`src/rtl/uart_tx_arbiter.sv`:
```
// rtl/uart_tx_arbiter.sv - round-robin arbiter sharing one UART sender among N_REQ byte producers
module uart_tx_arbiter #(
    parameter int N_REQ        = 4,
    parameter int FRAME_CYCLES = 20,
    parameter int START_CYCLES = 1,
    parameter int ID_W         = $clog2(N_REQ)
) (
    input  logic                 CLK,
    input  logic                 RST,
    input  logic [N_REQ-1:0]     req,
    input  logic [8*N_REQ-1:0]   data,
    output logic [N_REQ-1:0]     grant,
    output logic                 busy,
    output logic [ID_W-1:0]      cur_id,
    output logic                 start,
    output logic [7:0]           message
);

    localparam int CNT_W = $clog2(FRAME_CYCLES) + 1;

    typedef enum logic {IDLE, SEND} state_t;

    state_t             state;
    logic [CNT_W-1:0]   cnt;
    logic [ID_W-1:0]    ptr;

    logic               found;
    logic [ID_W-1:0]    idx;
    logic [ID_W-1:0]    pick;
    logic [ID_W-1:0]    pick_next;
    logic [7:0]         pick_byte;
    logic [N_REQ-1:0]   pick_onehot;

    // Rotating priority scan: the first requester at or after ptr wins.
    always_comb begin
        found       = 1'b0;
        idx         = '0;
        pick        = '0;
        pick_next   = '0;
        pick_byte   = '0;
        pick_onehot = '0;
        for (int i = 0; i < N_REQ; i++) begin
            idx = ID_W'((int'(ptr) + i) % N_REQ);
            if (!found && req[idx]) begin
                found     = 1'b1;
                pick      = idx;
                pick_next = ID_W'((int'(idx) + 1) % N_REQ);
                pick_byte = data[int'(idx)*8 +: 8];
            end
        end
        if (found) begin
            pick_onehot[pick] = 1'b1;
        end
    end

    always_ff @(posedge CLK) begin
        if (RST) begin
            state   <= IDLE;
            cnt     <= '0;
            ptr     <= '0;
            start   <= 1'b1;
            busy    <= 1'b0;
            grant   <= '0;
            message <= '0;
            cur_id  <= '0;
        end else begin
            grant <= '0;
            case (state)
                IDLE: begin
                    if (found) begin
                        message <= pick_byte;
                        grant   <= pick_onehot;
                        cur_id  <= pick;
                        start   <= 1'b0;
                        busy    <= 1'b1;
                        cnt     <= '0;
                        ptr     <= pick_next;
                        state   <= SEND;
                    end
                end
                SEND: begin
                    cnt <= cnt + CNT_W'(1);
                    if (cnt == CNT_W'(START_CYCLES - 1)) begin
                        start <= 1'b1;
                    end
                    // Slot ends here; one IDLE cycle follows before the next grant.
                    if (cnt == CNT_W'(FRAME_CYCLES - 1)) begin
                        busy  <= 1'b0;
                        state <= IDLE;
                    end
                end
                default: state <= IDLE;
            endcase
        end
    end

endmodule

```
`config.mk`:
```
export PLATFORM = sky130hd
export DESIGN_NAME = uart_tx_arbiter
export DESIGN_NICKNAME = d
export VERILOG_FILES = /design/src/rtl/uart_tx_arbiter.sv
export SDC_FILE = /design/constraint.sdc
export NUM_CORES = 1
export LEC_CHECK = 0
export ABC_AREA = 1
export BUFFER_PORTS_ARGS = -buffer_cell sky130_fd_sc_hd__buf_4
export CAP_MARGIN = 5
export CORE_MARGIN = 1
export CORE_UTILIZATION = 51
export DETAILED_ROUTE_END_ITERATION = 6
export HOLD_SLACK_MARGIN = 0.12
export PLACE_DENSITY = 0.75
export RECOVER_POWER = 100
export SLEW_MARGIN = 10
export SYNTH_ARGS = -nofsm -noshare
export SYNTH_HDL_FRONTEND = slang
export SYNTH_SLANG_ARGS = --single-unit
export TNS_END_PERCENT = 100
```
`constraint.sdc`:
```
create_clock -name CLK -period 1.7 [get_ports CLK]
set_input_delay 0 -clock CLK [delete_from_list [all_inputs] [get_ports CLK]]
set_output_delay 0 -clock CLK [all_outputs]
set_load 0.05 [all_outputs]
```
==> results of run 1 <==
[worst max-delay path: cells and delay by family (launching register included)]
kind | cells | cell delay, ps
buffers and inverters | 3 | 280
DFF | 1 | 370
and+or+nand+nor | 8 | 940
[cell type report]
type                    count  area share, %
multi-input cells         377           57.0
repair buffers             93           19.9
flip-flops and latches     25           14.8
inverters                  39           4.58
well taps                  67           2.44
clock buffers               4           1.31
[power by group through the flow]
stage                     sequential [mW]  combinational [mW]  clock, mW
final                               0.901                5.47      0.372
after CTS                           0.887                4.93      0.382
after detailed placement            0.891                4.78          0
after global routing                0.918                5.97      0.399
after floorplan                      1.44                3.15          0
after global placement              0.890                4.69          0
[cells in the mapped netlist, types with 2 or more instances]
| master | instances | area, um2 |
|---|---|---|
| inv_2 | 15 | 56.3 |
| nand4_1 | 17 | 106 |
| buf_4 | 2 | 15.0 |
| a21oi_2 | 3 | 26.3 |
| nor3_2 | 2 | 20.0 |
| nand2_4 | 5 | 56.3 |
| buf_2 | 10 | 50.1 |
| clkbuf_1 | 3 | 11.3 |
| buf_6 | 10 | 113 |
| nand2_2 | 17 | 106 |
| nand3_2 | 12 | 120 |
| ha_1 | 2 | 25.0 |
| inv_1 | 22 | 82.6 |
| dfxtp_1 | 25 | 500 |
| nor2_1 | 26 | 97.6 |
| o21ai_0 | 2 | 10.0 |
| nand3_4 | 3 | 52.6 |
| nand3_1 | 36 | 180 |
| nand2_1 | 235 | 882 |
| nor3_1 | 2 | 10.0 |
| a21oi_1 | 4 | 20.0 |
[how the worst min path moves through the flow]
stage / from / end / depth (start not counted)
after detailed placement: RST / cnt[1]$_SDFFE_PP0P_ / 2
final: data[11] / message[3]$_SDFFE_PP0P_ / 7
after global routing: data[15] / message[7]$_SDFFE_PP0P_ / 7
after global placement: RST / cnt[1]$_SDFFE_PP0P_ / 2
after CTS: data[12] / message[4]$_SDFFE_PP0P_ / 7
after floorplan: RST / cnt[1]$_SDFFE_PP0P_ / 1
[metal layers]
| layer | routed length [um] | up-vias | global-route usage (%) | share of wire, % |
|---|---|---|---|---|
| li1 | - | 1596 | - | - |
| met4 | 216 | 0 | 9.83 | 2.9 |
| met5 | 0 | - | 0 | 0 |
| met3 | 318 | 19 | 2.85 | 4.3 |
| met1 | 3220 | 1410 | 33.5 | 43 |
| met2 | 3690 | 91 | 47.9 | 50 |
[cells by family (layout without fill, tap and decap cells)]
logic type                 count (synthesis)  in the layout
DFF                                       25             25
buffers and inverters                     66            136
AOI/OAI and AO/OA                         11             11
and+or+nand+nor                          362            364
adders and majority gates                  2              2
[registers in the layout (all words and copies together), names as in the netlist]
name,cells
message,8
cnt,6
grant,4
cur_id,2
ptr,2
busy,1
start,1
state,1
[repair_timing]
action,4_1_cts,5_1_grt
hold endpoints to repair,6,0
gates cloned,1,1
setup endpoints to repair,16,23
hold buffers,1,0
pin swaps,2,25
buffers inserted,3,9
gates resized for setup,5,57
==> flow_summary.toml, run 1 <==
[timing]
rsz0062_at_grt = "yes"
fin_crit_ps = 1710
worstMarginPinSlew_ps = 622
slew_headroom_pct = 58.5
fin_tns_setup_ps = -7.60
fin_ws_ps = -7.60
setup_violations = 1
fmax_mhz = 586
post-route-period-util_pct = 100
holdWs_ps = 256
final_hold_viol_count = 0
slew_violations = 0
fin_worst_skew_ps = 2.41

[detailed_routing]
drt_iter0_markers = 187
wire_per_inst_um = 12.3
ant_nets = 0
viasPerCell = 5.15
vias = 3116
routed_wl_um = 7440
drcViolationCount = 0
drt_pass1_iterations = 5

[synth]
synth_nets = 506
synth_enable_flop_cells = 0
yosys.area_share.simple_pct = 64.1
avgSynthCellArea_um2 = 5.69
synth_top_family_by_area = "simple AND/OR/NAND/NOR gates"
yosys_warnings = 0
syn_inst = 466
synthFlopType = "dfxtp_1"
synth-compound-area-share_pct = 2.64
ys_seq_area_share_pct = 18.9
synth_area_mm2 = 0.00265
synth.distinct_cells = 34
async_reset_ff_share_pct = 0
synth_adder_area_share_pct = 0.943
synth_xor_area_share_pct = 0
ys_ff_latch = 25
synthMuxAreaShare_pct = 0

[setup_path]
reg2reg_to = "message[0]$_SDFFE_PP0P_"
cpPeakStageDelay_ps = 370
critical_path.startpoint_type = "flip-flop"
worstPathCellList = "inv_4, nand2_1, nand2_2, buf_4, nand2_2, nand2_2, inv_2, nand3_4, nand3_1, nor2_1, nor2_1"
cp_common_cell = "nand2_2"
critPathCapture = "message[0]$_SDFFE_PP0P_"
setup.worst_path.end_class = "flip-flop"
crit_required_ps = 1880
crit_start = "ptr[0]$_SDFFE_PP0P_"
crit_type = "flip-flop to flip-flop"
crit_slowest_cell = "dfxtp_4"
cp_max_fo = 8
r2r_cells = 11
worstPathArrival_ps = 1890
r2r_slack_ps = -8
rr_startpoint = "ptr[0]$_SDFFE_PP0P_"

[cells_and_area]
layout-drive-gt1-share_pct = 33.8
seq_area_um2 = 508
instances_no_fill = 605
antenna_cells = 0
final_cell_mix = "nand2_1, buf_4, nand2_2, nand3_1, dfxtp_1"
stdcell_area_mm2 = 0.00344
final_core_util_pct = 71.0
finish.net_count = 579
fillCellCount = 448
synthToLayoutAreaGrowth_pct = 29.8
layout_commonest_cell = "nand2_1"
multi_input_area_mm2 = 0.00196

[pwr]
power_mw = 6.74
ir_drop_mv = 0.917
power.density_mw_per_mm2 = 1960
power_frac_clock_pct = 5.5
p_int_mw = 2.88
p_leak_nw = 1.82
pwr-share-comb_pct = 81.1
swShare_pct = 57.2
power.switching_mw = 3.86
pwr-share-seq_pct = 13.4

[global_routing]
grt_pass1_vias = 2663
grt_max_degree = 33
antenna_found_initial = 0
gr-usage-all-layers_pct = 27.0
grt_pass1_wl_um = 11600
grt_overflow = 0

[clock_tree]
cts_tree = "yes"
numCtsBuffers = 3
cts_max_level = 1
root_buffer = "clkbuf_8"
clock_latency_ps = 280
clockBufferDepth = 2
clk_pin_slew_ps = 90
cts.sinks = 25

[floorplan]
row_count = 25
coreArea_mm2 = 0.00485
pin_count = 54
start_util_pct = 54.7
die_area_mm2 = 0.00549
die_w_um = 74.1
die_y_um = 74.1

[place]
port_buffers = 53
postPlaceCellArea_mm2 = 0.00315
preCtsSetupSlack_ps = -52.9
hpwl_um = 5150
gp_congestion = 0.867
dp_cells = 587

[worst_hold_path]
hp-class = "input port to flip-flop"

[flow_run]
cap_violations = 0

[status]
status = "finished, violations left"
violations = "negative setup slack"
Power figures use the tool's default switching activity.
==> run 2: changes to the inputs <==
--- a/config.mk
+++ b/config.mk
@@ -5,14 +5,13 @@
 export SDC_FILE = /design/constraint.sdc
 export NUM_CORES = 1
 export LEC_CHECK = 0
-export ABC_AREA = 1
 export BUFFER_PORTS_ARGS = -buffer_cell sky130_fd_sc_hd__buf_4
 export CAP_MARGIN = 5
 export CORE_MARGIN = 1
-export CORE_UTILIZATION = 51
+export CORE_UTILIZATION = 49
 export DETAILED_ROUTE_END_ITERATION = 6
 export HOLD_SLACK_MARGIN = 0.12
-export PLACE_DENSITY = 0.75
+export PLACE_DENSITY = 0.74
 export RECOVER_POWER = 100
 export SLEW_MARGIN = 10
 export SYNTH_ARGS = -nofsm -noshare
==> flow_summary.toml, run 2 <==
[cells_and_area]
fillCellCount = 316
final_core_util_pct = 76.1
layout-drive-gt1-share_pct = 39.5
layout_commonest_cell = "buf_4"
largest_reg_flops = 8
instances_no_fill = 397
synthToLayoutAreaGrowth_pct = 43.8
antenna_cells = 0
finish.net_count = 388
final_cell_mix = "buf_4, mux2i_1, dfxtp_1, nor2_1, clkbuf_1"
top_register = "message"
top_regs = "message: 8 flops, cnt: 6 flops, grant: 4 flops"

[floorplan]
die_w_um = 68.9
die_area_mm2 = 0.00475
die_y_um = 68.9
pin_count = 54
start_util_pct = 52.9
row_count = 23
coreArea_mm2 = 0.00414

[setup_path]
crit_type = "flip-flop to flip-flop"
critical_path.startpoint_type = "flip-flop"
reg2reg_to = "message[6]$_SDFFE_PP0P_"
crit_slowest_cell = "dfxtp_4"
r2r_slack_ps = -90
crit_start = "ptr[1]$_SDFFE_PP0P_"
cpPeakStageDelay_ps = 400
cp_max_fo = 7
crit_required_ps = 1860
rr_startpoint = "ptr[1]$_SDFFE_PP0P_"
worstPathCellList = "buf_4, nor2_1, buf_4, a21oi_2, buf_6, buf_12, o221ai_1, a221oi_2, nor3_1"
cp_common_cell = "buf_4"
setup.worst_path.end_class = "flip-flop"
worstPathArrival_ps = 1940
critPathCapture = "message[6]$_SDFFE_PP0P_"
r2r_cells = 9

[timing]
rsz0062_at_grt = "yes"
post-route-period-util_pct = 105
slew_violations = 0
fmax_mhz = 559
fin_worst_skew_ps = 1.71
worstMarginPinSlew_ps = 617
fin_crit_ps = 1790
slew_headroom_pct = 59.0
setup_violations = 8
holdWs_ps = 180
fin_ws_ps = -87.6
final_hold_viol_count = 0

[clock_tree]
cts_tree = "yes"
cts.sinks = 25
clk_pin_slew_ps = 80
cts_max_level = 1
clock_latency_ps = 270
numCtsBuffers = 3
clockBufferDepth = 2
root_buffer = "clkbuf_8"

[pwr]
pwr-share-seq_pct = 32.7
power.density_mw_per_mm2 = 640
p_leak_nw = 1.19
power_mw = 2.02
power_frac_clock_pct = 17.5
pwr-share-comb_pct = 49.9
ir_drop_mv = 0.508
p_int_mw = 1.24
swShare_pct = 38.4
power.switching_mw = 0.775

[detailed_routing]
wire_per_inst_um = 17.0
drt_iter0_markers = 170
ant_nets = 0
routed_wl_um = 6750
drt_pass1_iterations = 4
viasPerCell = 6.24
vias = 2476
drcViolationCount = 0

[synth]
synth_top_cell_by_area = "dfxtp_1"
async_reset_ff_share_pct = 0
syn_inst = 262
yosysMostFrequentCell = "mux2i_1"
synth_area_mm2 = 0.00219
synth_top_area_share_pct = 22.8
avgSynthCellArea_um2 = 8.37
ys_seq_area_share_pct = 22.8
synthTopCellsByCount = "mux2i_1, dfxtp_1, nor2_1"
synth_enable_flop_cells = 0
synth.area.top_cells = "dfxtp_1, mux2i_1, o221ai_1, a221oi_1, mux2_2"
ys_ff_latch = 25
yosys_warnings = 0
synth.distinct_cells = 59
synth_nets = 302
synthFlopType = "dfxtp_1"

[status]
violations = "negative setup slack"
status = "finished, violations left"

[global_routing]
grt_pass1_vias = 2313
gr-usage-all-layers_pct = 29.1
grt_pass1_wl_um = 10400
grt_max_degree = 47
grt_overflow = 0
antenna_found_initial = 0

[worst_hold_path]
hp-class = "input port to flip-flop"
min_delay_path_depth = 3

[place]
gp_congestion = 0.914
port_buffers = 53
dp_cells = 381
preCtsSetupSlack_ps = -220
hpwl_um = 4530

[flow_run]
cap_violations = 0
-- run 2: changes by cell type in the layout (fill, tap and decap cells not counted), sizes merged, moves of 6 or more --
cell    change
a21oi      +10
inv        -34
buf        +11
o21ai      +13
nor2        -6
nand3      -49
a221oi     +13
nand4      -16
nand2     -242
o221ai     +14
mux2        +9
mux2i      +36
-- run 2: power by group through the flow --
stage                     Sequential (mW)  Combinational, mW  Clock [mW]
after detailed placement            0.674              0.885           0
after floorplan                     0.772              0.457           0
after CTS                           0.658              0.982       0.359
after global routing                0.664               1.07       0.386
final                               0.659               1.01       0.352
after global placement              0.675              0.870           0
-- run 2: timing repair --
item	CTS	global route
pin swaps	10	8
hold buffers	1	0
setup endpoints to repair	10	14
gates resized for setup	31	16
hold endpoints to repair	20	0
setup buffers	9	2
-- run 2: how the worst min path moves through the flow --
| stage | start | to | slack, ps |
|---|---|---|---|
| final | req[3] | grant[3]$_SDFF_PP0_ | 180 |
| after global routing | req[3] | grant[2]$_SDFF_PP0_ | 190 |
| after CTS | req[3] | grant[3]$_SDFF_PP0_ | 160 |
| after detailed placement | RST | busy$_SDFFE_PP0P_ | 360 |
| after global placement | RST | cnt[2]$_SDFFE_PP0P_ | 350 |
| after floorplan | RST | start$_SDFFE_PP1P_ | 100 |
-- run 2: cell families after synthesis --
family | count (synthesis) | share of synthesized area [%]
flip-flops | 25 | 22.8
XOR/XNOR | 1 | 0.399
adder cells (fa/ha/maj) | 2 | 1.14
AND/OR/NAND/NOR | 79 | 19.6
AO/OA/AOI/OAI | 82 | 28.1
multiplexers | 45 | 21.4
buffers and inverters | 28 | 6.62
-- run 2: per-layer routing --
layer	share of wire (%)	global-route usage (%)	routed length (um)
met3	5.3	5.26	360
met2	49	50.8	3310
met4	3.0	11.7	205
met1	43	34.9	2870
met5	0	0	0
-- run 2: cell type report --
type	instances	area [um2]	share of cell area [%]
Multi-Input combinational cell	209	1720	54.7
Timing Repair Buffer	105	802	25.4
Sequential cell	25	505	16.0
Tap cell	50	62.6	1.98
Clock buffer	4	45.0	1.43
Inverter	4	15.0	0.476
-- run 2: worst max-delay path: cells and delay by family, from the launching register on --
kind / cells / cell delay [ps]
buffers and inverters: 4 / 560
flip-flops: 1 / 400
AO/OA/AOI/OAI: 3 / 560
AND/OR/NAND/NOR: 2 / 140
-- run 2: stage by stage --
stage               TNS [ps]  cell area (um2)
CTS                     -192             3130
floorplan                  0             2190
detailed placement     -1540             2860
global placement       -1160             2860
global route           -1410             3150
finish                  -361             3150
